**src/rtl/sdram_vga_pkg.sv**
```systemverilog
// Shared types and widths for the SDRAM VGA read-port prefetcher.
package sdram_vga_pkg;

    localparam int unsigned ADDR_W      = 24;
    localparam int unsigned DATA_W      = 16;
    localparam int unsigned BURST_WORDS = 8;

    typedef enum logic [1:0] {
        IDLE,
        REQ,
        GAP
    } state_t;

endpackage

```
**src/rtl/vga_word_fifo.sv**
```systemverilog
// First-word-fall-through word FIFO with synchronous flush and level output.
module vga_word_fifo #(
    parameter  int unsigned DEPTH = 32,
    parameter  int unsigned WIDTH = 16,
    localparam int unsigned AW    = $clog2(DEPTH),
    localparam int unsigned LW    = AW + 1
) (
    input  logic             clk,
    input  logic             reset_n,
    input  logic             push_i,
    input  logic [WIDTH-1:0] wdata_i,
    input  logic             pop_i,
    input  logic             flush_i,
    output logic [WIDTH-1:0] rdata_o,
    output logic [LW-1:0]    level_o,
    output logic             empty_o
);

    logic [WIDTH-1:0] mem_q [DEPTH];
    logic [AW-1:0]    wr_ptr_q;
    logic [AW-1:0]    rd_ptr_q;
    logic [LW-1:0]    level_q;
    logic [WIDTH-1:0] hold_q;
    logic             do_push;
    logic             do_pop;

    assign empty_o = (level_q == '0);
    assign level_o = level_q;
    assign do_push = push_i && !flush_i;
    assign do_pop  = pop_i && !empty_o && !flush_i;

    // hold_q tracks the visible head so the output keeps its last value once empty
    assign rdata_o = empty_o ? hold_q : mem_q[rd_ptr_q];

    always_ff @(posedge clk) begin
        if (do_push) begin
            mem_q[wr_ptr_q] <= wdata_i;
        end
    end

    always_ff @(posedge clk or negedge reset_n) begin
        if (!reset_n) begin
            wr_ptr_q <= '0;
            rd_ptr_q <= '0;
            level_q  <= '0;
            hold_q   <= '0;
        end else begin
            if (!empty_o) begin
                hold_q <= mem_q[rd_ptr_q];
            end
            if (flush_i) begin
                wr_ptr_q <= '0;
                rd_ptr_q <= '0;
                level_q  <= '0;
            end else begin
                if (do_push) wr_ptr_q <= wr_ptr_q + 1'b1;
                if (do_pop)  rd_ptr_q <= rd_ptr_q + 1'b1;
                unique case ({do_push, do_pop})
                    2'b10:   level_q <= level_q + 1'b1;
                    2'b01:   level_q <= level_q - 1'b1;
                    default: ;
                endcase
            end
        end
    end

endmodule

```
**src/rtl/sdram_vga_fetch.sv**
```systemverilog
// VGA prefetcher: issues 8-word rdvga bursts through a frame buffer and
// queues the returned words for the pixel pipeline.
module sdram_vga_fetch
    import sdram_vga_pkg::*;
#(
    parameter  int unsigned FIFO_DEPTH = 32,
    localparam int unsigned LVL_W      = $clog2(FIFO_DEPTH) + 1
) (
    input  logic              clk,
    input  logic              reset_n,
    input  logic              init_ok,
    input  logic [ADDR_W-1:0] frame_base,
    input  logic [ADDR_W-1:0] frame_words,
    input  logic              frame_start,
    output logic [ADDR_W-1:0] addrvga,
    output logic              rdvga,
    input  logic [DATA_W-1:0] doutvga,
    input  logic              readyvga,
    input  logic              pix_rd,
    output logic [DATA_W-1:0] pix_data,
    output logic              pix_valid,
    output logic [LVL_W-1:0]  fifo_level,
    output logic              underflow
);

    state_t            state_q, state_d;
    logic [ADDR_W-1:0] ptr_q, ptr_d;
    logic [ADDR_W-1:0] addr_q, addr_d;
    logic [3:0]        word_cnt_q, word_cnt_d;
    logic              rd_q, rd_d;
    logic              discard_q, discard_d;
    logic              uflow_q, uflow_d;
    logic              push;
    logic              fifo_empty;
    logic              space_ok;
    logic              burst_done;
    logic [ADDR_W:0]   ptr_sum;
    logic [ADDR_W-1:0] ptr_eff;
    logic              unused_base_bits;

    assign unused_base_bits = ^frame_base[2:0];

    assign space_ok   = (fifo_level <= LVL_W'(FIFO_DEPTH - BURST_WORDS));
    assign burst_done = (state_q == REQ) && readyvga && (word_cnt_q == 4'(BURST_WORDS - 1));
    assign ptr_sum    = {1'b0, ptr_q} + (ADDR_W + 1)'(BURST_WORDS);
    assign ptr_eff    = frame_start ? '0 : ptr_q;

    always_ff @(posedge clk or negedge reset_n) begin
        if (!reset_n) state_q <= IDLE;
        else          state_q <= state_d;
    end

    always_comb begin
        state_d = state_q;
        unique case (state_q)
            IDLE:    if (init_ok && space_ok && !discard_q) state_d = REQ;
            REQ:     if (burst_done) state_d = GAP;
            GAP:     state_d = IDLE;
            default: state_d = IDLE;
        endcase
    end

    always_comb begin
        addr_d     = addr_q;
        rd_d       = rd_q;
        word_cnt_d = word_cnt_q;
        ptr_d      = ptr_q;
        discard_d  = discard_q;
        push       = 1'b0;
        unique case (state_q)
            IDLE: begin
                if (state_d == REQ) begin
                    addr_d     = {frame_base[ADDR_W-1:3], 3'b000} + ptr_eff;
                    rd_d       = 1'b1;
                    word_cnt_d = '0;
                end
            end
            REQ: begin
                // an aborted burst is still counted to completion, only its data is dropped
                if (readyvga) begin
                    word_cnt_d = word_cnt_q + 4'd1;
                    push       = !discard_q && !frame_start;
                end
                if (frame_start) discard_d = 1'b1;
            end
            GAP: begin
                rd_d      = 1'b0;
                discard_d = 1'b0;
                if (!discard_q) begin
                    ptr_d = (ptr_sum >= {1'b0, frame_words}) ? '0 : ptr_sum[ADDR_W-1:0];
                end
            end
            default: ;
        endcase
        if (frame_start) ptr_d = '0;
        uflow_d = frame_start ? 1'b0 : (uflow_q || (pix_rd && fifo_empty));
    end

    always_ff @(posedge clk or negedge reset_n) begin
        if (!reset_n) begin
            ptr_q      <= '0;
            addr_q     <= '0;
            word_cnt_q <= '0;
            rd_q       <= 1'b0;
            discard_q  <= 1'b0;
            uflow_q    <= 1'b0;
        end else begin
            ptr_q      <= ptr_d;
            addr_q     <= addr_d;
            word_cnt_q <= word_cnt_d;
            rd_q       <= rd_d;
            discard_q  <= discard_d;
            uflow_q    <= uflow_d;
        end
    end

    vga_word_fifo #(
        .DEPTH(FIFO_DEPTH),
        .WIDTH(DATA_W)
    ) u_fifo (
        .clk     (clk),
        .reset_n (reset_n),
        .push_i  (push),
        .wdata_i (doutvga),
        .pop_i   (pix_rd),
        .flush_i (frame_start),
        .rdata_o (pix_data),
        .level_o (fifo_level),
        .empty_o (fifo_empty)
    );

    assign addrvga   = addr_q;
    assign rdvga     = rd_q;
    assign pix_valid = !fifo_empty;
    assign underflow = uflow_q;

endmodule

```
**config.mk**
```make
export PLATFORM = sky130hd
export DESIGN_NAME = sdram_vga_fetch
export DESIGN_NICKNAME = d
export VERILOG_FILES = /design/src/rtl/sdram_vga_pkg.sv /design/src/rtl/vga_word_fifo.sv /design/src/rtl/sdram_vga_fetch.sv
export SDC_FILE = /design/constraint.sdc
export NUM_CORES = 1
export LEC_CHECK = 0
export BUFFER_PORTS_ARGS = -buffer_cell sky130_fd_sc_hd__buf_2
export CAP_MARGIN = 20
export CORE_UTILIZATION = 45
export DETAILED_ROUTE_END_ITERATION = 10
export MAX_ROUTING_LAYER = met4
export PLACE_DENSITY = 0.71
export SKIP_CTS_REPAIR_TIMING = 1
export SYNTH_ARGS = -nofsm -noshare
export SYNTH_HDL_FRONTEND = slang
export SYNTH_SLANG_ARGS = --single-unit
```
**constraint.sdc**
```tcl
create_clock -name clk -period 6.65 [get_ports clk]
set_input_delay 0 -clock clk [delete_from_list [all_inputs] [get_ports clk]]
set_output_delay 0 -clock clk [all_outputs]
set_load 0.1 [all_outputs]
```
==> run metrics, run 1 <==
CP peak stage delay approximately 0.75 ns; Clk network pwr share 0.304; switch share 0.3460; DRC errors left 0; clock sink count 596; Detail Route Antenna Nets 0; Max H-tree Level 2; top cell family by delay on the critical path simple AND/OR/NAND/NOR gates; initial antenna violation count 1; clock buffer depth 3; post-detail-place hpwl between 30000 and 40000 um; P_sw 3.586 mW; most used cell along the critical path and3_1; CP Cell Sequence nand4_2, nor3_1, and3_1, nand3_1, xnor2_1, ha_1, and4_1, a221oi_1, o21ai_0, a22oi_1, and3_1, mux2_2; std cell rows 86; Cell variety after synth 65; Req. time, crit path 7.20 ns; largest net degree at the start of global routing 68; DR vias ~14000; Initial DRT Pass Iterations 7; CP Buf/Inv Count 0; # IOs between 100 and 150; CTS tree done; Root Driver clkbuf_16; critical path peak fanout 16; Slew Limit Fails 0; maximum VDD drop 0.7456 mV; Reg clk slew, reported paths around 0.060 ns; RSZ-0062 raised after global routing no; number of vias per cell 5.717; port bufs about 120; pre-CTS WS about 2.2 ns; Cells after Synth 1381; GPL Wtd Cong 0.8666; synthesized cell area 0.02503 mm^2; most frequent cells in the layout edfxtp_1, mux4_2, buf_2; worst setup margin 2.148 ns; die height 237.9 um; combinational share of power 0.275; Avg Cell Area, Syn 18.13 um^2; Achievable Freq 222.1 MHz; total grt overflow 0; Final Cell Area 0.02893 mm^2; vias in the first global route approximately 14000; WL/cell 23.97 um; Final setup viols 0; synthesized netlist net count 1505; post-route clock skew 0.03705 ns; status complete, but fails checks; initial core utilization 0.4552; arrival time at the worst endpoint 5.05 ns; Reg power frac 0.421; PD cells 358.2 mW/mm^2; violated checks negative hold slack; register bit total from synthesis 596; async set-reset flop share out of synthesis 0.1409; Primary FF master, synth edfxtp_1; total die area 0.05657 mm^2; Max Cap Violations 0; cell-internal power 6.777 mW; clock latency at the later pin of the worst-skew pair between 0.6 and 0.7 ns; worst hold slack -0.02861 ns; sequential cell area fraction in the yosys report 0.6982; Crit Path Class register to register; Tot GR Track Use 0.2097; Post-synth EDFFs between 500 and 600; Initial DRC Count ~1300; layout cell share with drive strength beyond 1 0.2813; setup_tns 0 ns; Leak roughly 10 nW; Hold Crit Class primary input to register; Die W around 240 um; Layout area overhead 15.57%; total CTS buffers between 50 and 60; commonest non-fill, non-tap cell in the layout edfxtp_1; core area around 0.055 mm^2; Worst Tran Pin Value 1.079 ns; Routed WL about 57000 um; final hold violation count 5; Final Critical Period 4.502 ns; Worst setup SP type register; wire length of the first global-routing pass approximately 85000 um; final core area utilization 0.5261; Worst path slowest cell and3_1; Post-layout nets 1691; synth warn 0; Max-Slew Margin vs Limit 0.2750; Post-DP Area 0.02671 mm^2; final worst path period share 0.6769; Crit. End Element register
-- cell usage after synthesis (all sizes together) (6+ instances only) --
library cell    n  share of area
nand4           9         0.0025
clkbuf         44         0.0066
mux4          160           0.14
o21ai          29         0.0058
nor3           13         0.0026
a21oi          39         0.0078
xor2           23         0.0080
a21o           12         0.0036
ha             52          0.026
nor2           84          0.013
nor2b          20         0.0050
nand3          21         0.0044
o31ai           9         0.0027
nand2b          6         0.0015
dfrtp          84          0.084
nand2          55         0.0083
o21a            6         0.0018
inv            43         0.0064
mux2i          20         0.0080
and3            8         0.0020
a22o           15         0.0052
edfxtp        512           0.61
xnor2          22         0.0077
buf            25         0.0055
-- cells by family (layout without fill, tap and decap cells) --
kind of cell / count (synthesis) / count (layout) / share of synthesized area
AO/OA/AOI/OAI: 145 / 145 / 0.03834
buffers and inverters: 112 / 345 / 0.01864
XOR/XNOR: 45 / 45 / 0.01574
other: 0 / 2 / 0
flip-flops: 596 / 596 / 0.6982
adder cells (fa/ha/maj): 54 / 54 / 0.02759
AND/OR/NAND/NOR: 248 / 248 / 0.04909
multiplexers: 181 / 181 / 0.1524
-- tightest hold or removal path: stages --
cell,delay [ns]
buf_2,0.11
ha_1,0.23
xor2_1,0.08
o21ai_0,0.13
-- stage by stage --
step | hold slack (ns) | std cells | power, mW
floorplan | -0.2956 | 1381 | 6.700
global placement | -0.01303 | 2214 | 7.242
detailed placement | -0.01098 | 2218 | 7.284
CTS | -0.6788 | 2325 | 10.43
global route | 0.009881 | 2363 | 10.74
finish | -0.02861 | 2364 | 10.36
-- registers in the layout (all words and copies together), names as in the netlist --
name             cells
u_fifo.wr_ptr_q      5
underflow            1
u_fifo.rd_ptr_q      5
state_q              2
rdvga                1
u_fifo.level_o       6
addrvga             22
discard_q            1
u_fifo.mem_q       512
word_cnt_q           4
u_fifo.hold_q       16
ptr_q               21
-- path summary, 6_finish.rpt --
check                               from                 end  slack, ns  cells after the start
hold reg to reg               addrvga[3]          addrvga[3]       0.48                      2
setup reg to reg                ptr_q[6]            ptr_q[3]       2.15                     12
hold / removal             frame_base[6]          addrvga[6]      -0.03                      4
max in group asynchronous        reset_n  u_fifo.rd_ptr_q[1]       5.41                      4
setup / recovery                ptr_q[6]            ptr_q[3]       2.15                     12
min in group asynchronous        reset_n         addrvga[20]       0.46                      4
-- per-layer routing --
metal / track usage / vias up / share of wire
met4: 0.06647 / 0 / 0.027
met2: 0.3290 / 543 / 0.49
met3: 0.03054 / 96 / 0.066
li1: - / 5865 / -
met5: - / - / 0
met1: 0.2853 / 7012 / 0.42
-- power by group through the flow --
stage / registers (mW) / logic, mW / clock network (mW)
global placement: 4.44 / 2.80 / 0
detailed placement: 4.45 / 2.84 / 0
CTS: 4.37 / 2.85 / 3.21
finish: 4.36 / 2.85 / 3.15
global route: 4.39 / 2.99 / 3.36
floorplan: 4.72 / 1.98 / 0
-- final cells by class --
| class | instances | area, um^2 |
|---|---|---|
| fill | 4306 | 26060 |
| sequential | 596 | 17490 |
| multi-input combinational | 673 | 7173 |
| clock buffer | 75 | 1555 |
| timing repair buffer | 195 | 1336 |
| tap | 748 | 935.9 |
| clock inverter | 32 | 275.3 |
| inverter | 43 | 161.4 |
| antenna | 2 | 5.005 |
Power figures use the tool's default switching activity.
==> run 2: changes to the inputs <==
--- a/config.mk
+++ b/config.mk
@@ -10,7 +10,7 @@
 export CORE_UTILIZATION = 45
 export DETAILED_ROUTE_END_ITERATION = 10
 export MAX_ROUTING_LAYER = met4
-export PLACE_DENSITY = 0.71
+export PLACE_DENSITY = 0.74
 export SKIP_CTS_REPAIR_TIMING = 1
 export SYNTH_ARGS = -nofsm -noshare
 export SYNTH_HDL_FRONTEND = slang
==> constraint.sdc (replaced) <==
create_clock -name clk -period 3.6 [get_ports clk]
set_input_delay 0 -clock clk [delete_from_list [all_inputs] [get_ports clk]]
set_output_delay 0 -clock clk [all_outputs]
set_load 0.1 [all_outputs]
==> run 2 against run 1 <==
  * The flow still finishes with violations (negative hold slack)
  * Count of clock-buffer cells in the layout rose by 4
  * Highest routed layer unchanged
  * Sequential share of layout area down 1.3 points
  * Worst setup slack worse by 2.0 ns
  * Clock power rose by 110%
==> run metrics, run 2 (same netlist as run 1, synthesis figures left out) <==
wire length of the first global-routing pass 86460 um (was 84910 um); commonest non-fill, non-tap cell in the layout edfxtp_1 (unchanged); vias in the first global route 13883 (was 13611); Layout area overhead 18.20% (was 15.57%); top layer in use met4 (unchanged); origin of the critical flop-to-flop path ptr_q[5] (was ptr_q[6]); Tot GR Track Use 0.2132 (was 0.2097); DR WL met3 4400 um (was 3765 um); reg-to-reg slack, setup 0.23 ns (was 2.15 ns); largest net degree at the start of global routing 69 (was 68); most frequent cells in the layout edfxtp_1, mux4_2, buf_2 (unchanged); Root Driver clkbuf_16 (unchanged); clock latency at the later pin of the worst-skew pair 0.64 ns (about the same); Die W 237.9 um (unchanged); Fillers 4159 (was 4306); number of diodes 0 (was 2); Routed WL 58210 um (was 56660 um); total die area 0.05657 mm^2 (unchanged); total power 20.29 mW (was 10.36 mW); # IOs 119 (unchanged); CP Cell Sequence buf_12, buf_12, mux4_2, mux4_2, mux2i_1, a21oi_1, buf_2 (was nand4_2, nor3_1, and3_1, nand3_1, xnor2_1, ha_1, and4_1, a221oi_1, o21ai_0, a22oi_1, and3_1, mux2_2); DR vias 13833 (was 13516); Reg clk slew, reported paths 0.06 ns (about the same); total CTS buffers 59 (was 58); Worst Tran Pin Value 0.9312 ns (was 1.079 ns); critical path peak fanout 21 (was 16); post-detail-place hpwl 35660 um (was 33670 um); Worst setup SP type register (unchanged); die height 237.9 um (unchanged); max FFs per register 512 (unchanged); Initial DRC Count 1267 (was 1252); status complete, but fails checks (unchanged); WL/cell 24.24 um (was 23.97 um); Crit Path Class register to output pin (was register to register); Crit. End Element output pin (was register); Final Critical Period 3.480 ns; Top reg by flops u_fifo.mem_q (unchanged); met2 routed WL 28780 um (was 27520 um); arrival time at the worst endpoint 3.48 ns (was 5.05 ns); CP peak stage delay 0.55 ns (was 0.75 ns); final core area utilization 0.5381 (was 0.5261); violated checks negative hold slack (unchanged); setup_tns 0 ns (unchanged); post-route clock skew 0.05648 ns (was 0.03705 ns); Leak 10.33 nW (was 9.996 nW); Achievable Freq 287.4 MHz; Initial DRT Pass Iterations 6 (was 7); hold_sp frame_base[5] (was frame_base[6]); GPL Wtd Cong 0.9132 (was 0.8666); Final setup viols 0 (unchanged); Max-Slew Margin vs Limit 0.3792 (was 0.2750); Worst path slowest cell mux4_2 (was and3_1); worst hold slack -0.02734 ns (was -0.02861 ns); Metal-1 WL 23430 um (was 23860 um); Hold Crit Class primary input to register (unchanged); Post-layout nets 1728 (was 1691); Max Cap Violations 0 (unchanged); Req. time, crit path 3.60 ns (was 7.20 ns); CTS tree done (unchanged); layout cell share with drive strength beyond 1 0.3103 (was 0.2813); Detail Route Antenna Nets 0 (unchanged); clock buffer depth 3 (unchanged); clock sink count 596 (unchanged); initial antenna violation count 0 (was 1); port bufs 115 (unchanged); DRC errors left 0 (unchanged); Slew Limit Fails 0 (unchanged); maximum VDD drop 1.483 mV (was 0.7456 mV); final hold violation count 5 (unchanged); initial core utilization 0.4552 (unchanged); PD cells 685.7 mW/mm^2 (was 358.2 mW/mm^2); Setup crit start u_fifo.rd_ptr_q[0] (was ptr_q[6]); std cell rows 86 (unchanged); core area 0.05499 mm^2 (unchanged); number of vias per cell 5.761 (was 5.717); Max H-tree Level 2 (unchanged); final worst path period share 0.9666; total grt overflow 0 (unchanged)
[run 2: cell types whose count changed in the layout (fill, tap and decap cells not counted), moves of 6 or more]
cell	previous run	this run
buf_4	38	75
a21oi_1	39	28
a21oi_2	0	11
buf_12	3	12
clkinv_2	14	5
bufinv_16	2	10
dlygate4sd3_1	36	30
nor2_1	54	60
nor2_2	30	24
[run 2: layout make-up]
cell class / count / area [um^2] / share of cell area
sequential: 596 / 17490 / 0.5912
inverter: 43 / 161.4 / 0.005455
tap: 748 / 935.9 / 0.03163
timing repair buffer: 231 / 1674 / 0.05658
multi-input combinational: 673 / 7212 / 0.2437
clock buffer: 79 / 1632 / 0.05514
clock inverter: 31 / 481.7 / 0.01628
[run 2: path summary, 6_finish.rpt]
check / endpoint / depth (start not counted)
worst max register to register: ptr_q[21] / 14
max in group asynchronous: u_fifo.hold_q[1] / 3
min in group asynchronous: ptr_q[14] / 2
worst min-delay path: addrvga[5] / 4
worst min register to register: addrvga[23] / 2
worst max-delay path: pix_data[6] / 7
[run 2: critical path, delay by kind of cell, from the launching register on]
family | cells | cell delay, ns
flip-flops | 1 | 0.51
multiplexers | 3 | 1.28
AO/OA/AOI/OAI | 1 | 0.19
buffers and inverters | 3 | 0.84
[run 2: report_power, final]
group | total [mW] | internal, mW | switching, mW
clock | 6.58 | 3.93 | 2.66
combinational | 5.78 | 1.78 | 4.00
sequential | 7.92 | 7.75 | 0.177
[run 2: per-layer routing]
metal,track usage,vias up
li1,-,5948
met1,0.2763,7149
met2,0.3428,618
met3,0.03945,118
met4,0.06764,0
met5,-,-
[run 2: stage by stage]
step | std cells | worst slack [ns] | hold WS, ns | cell area (um^2)
6_report | 2401 | 0.1203 | -0.02734 | 29590
4_1_cts | 2364 | -0.1433 | -0.4705 | 29220
5_1_grt | 2401 | -0.003490 | 0.00003386 | 29590
3_3_place_gp | 2254 | 0.1390 | 0.1915 | 27110
2_1_floorplan | 1381 | -0.4178 | -0.2956 | 25080
3_5_place_dp | 2254 | -0.05777 | 0.1991 | 27110
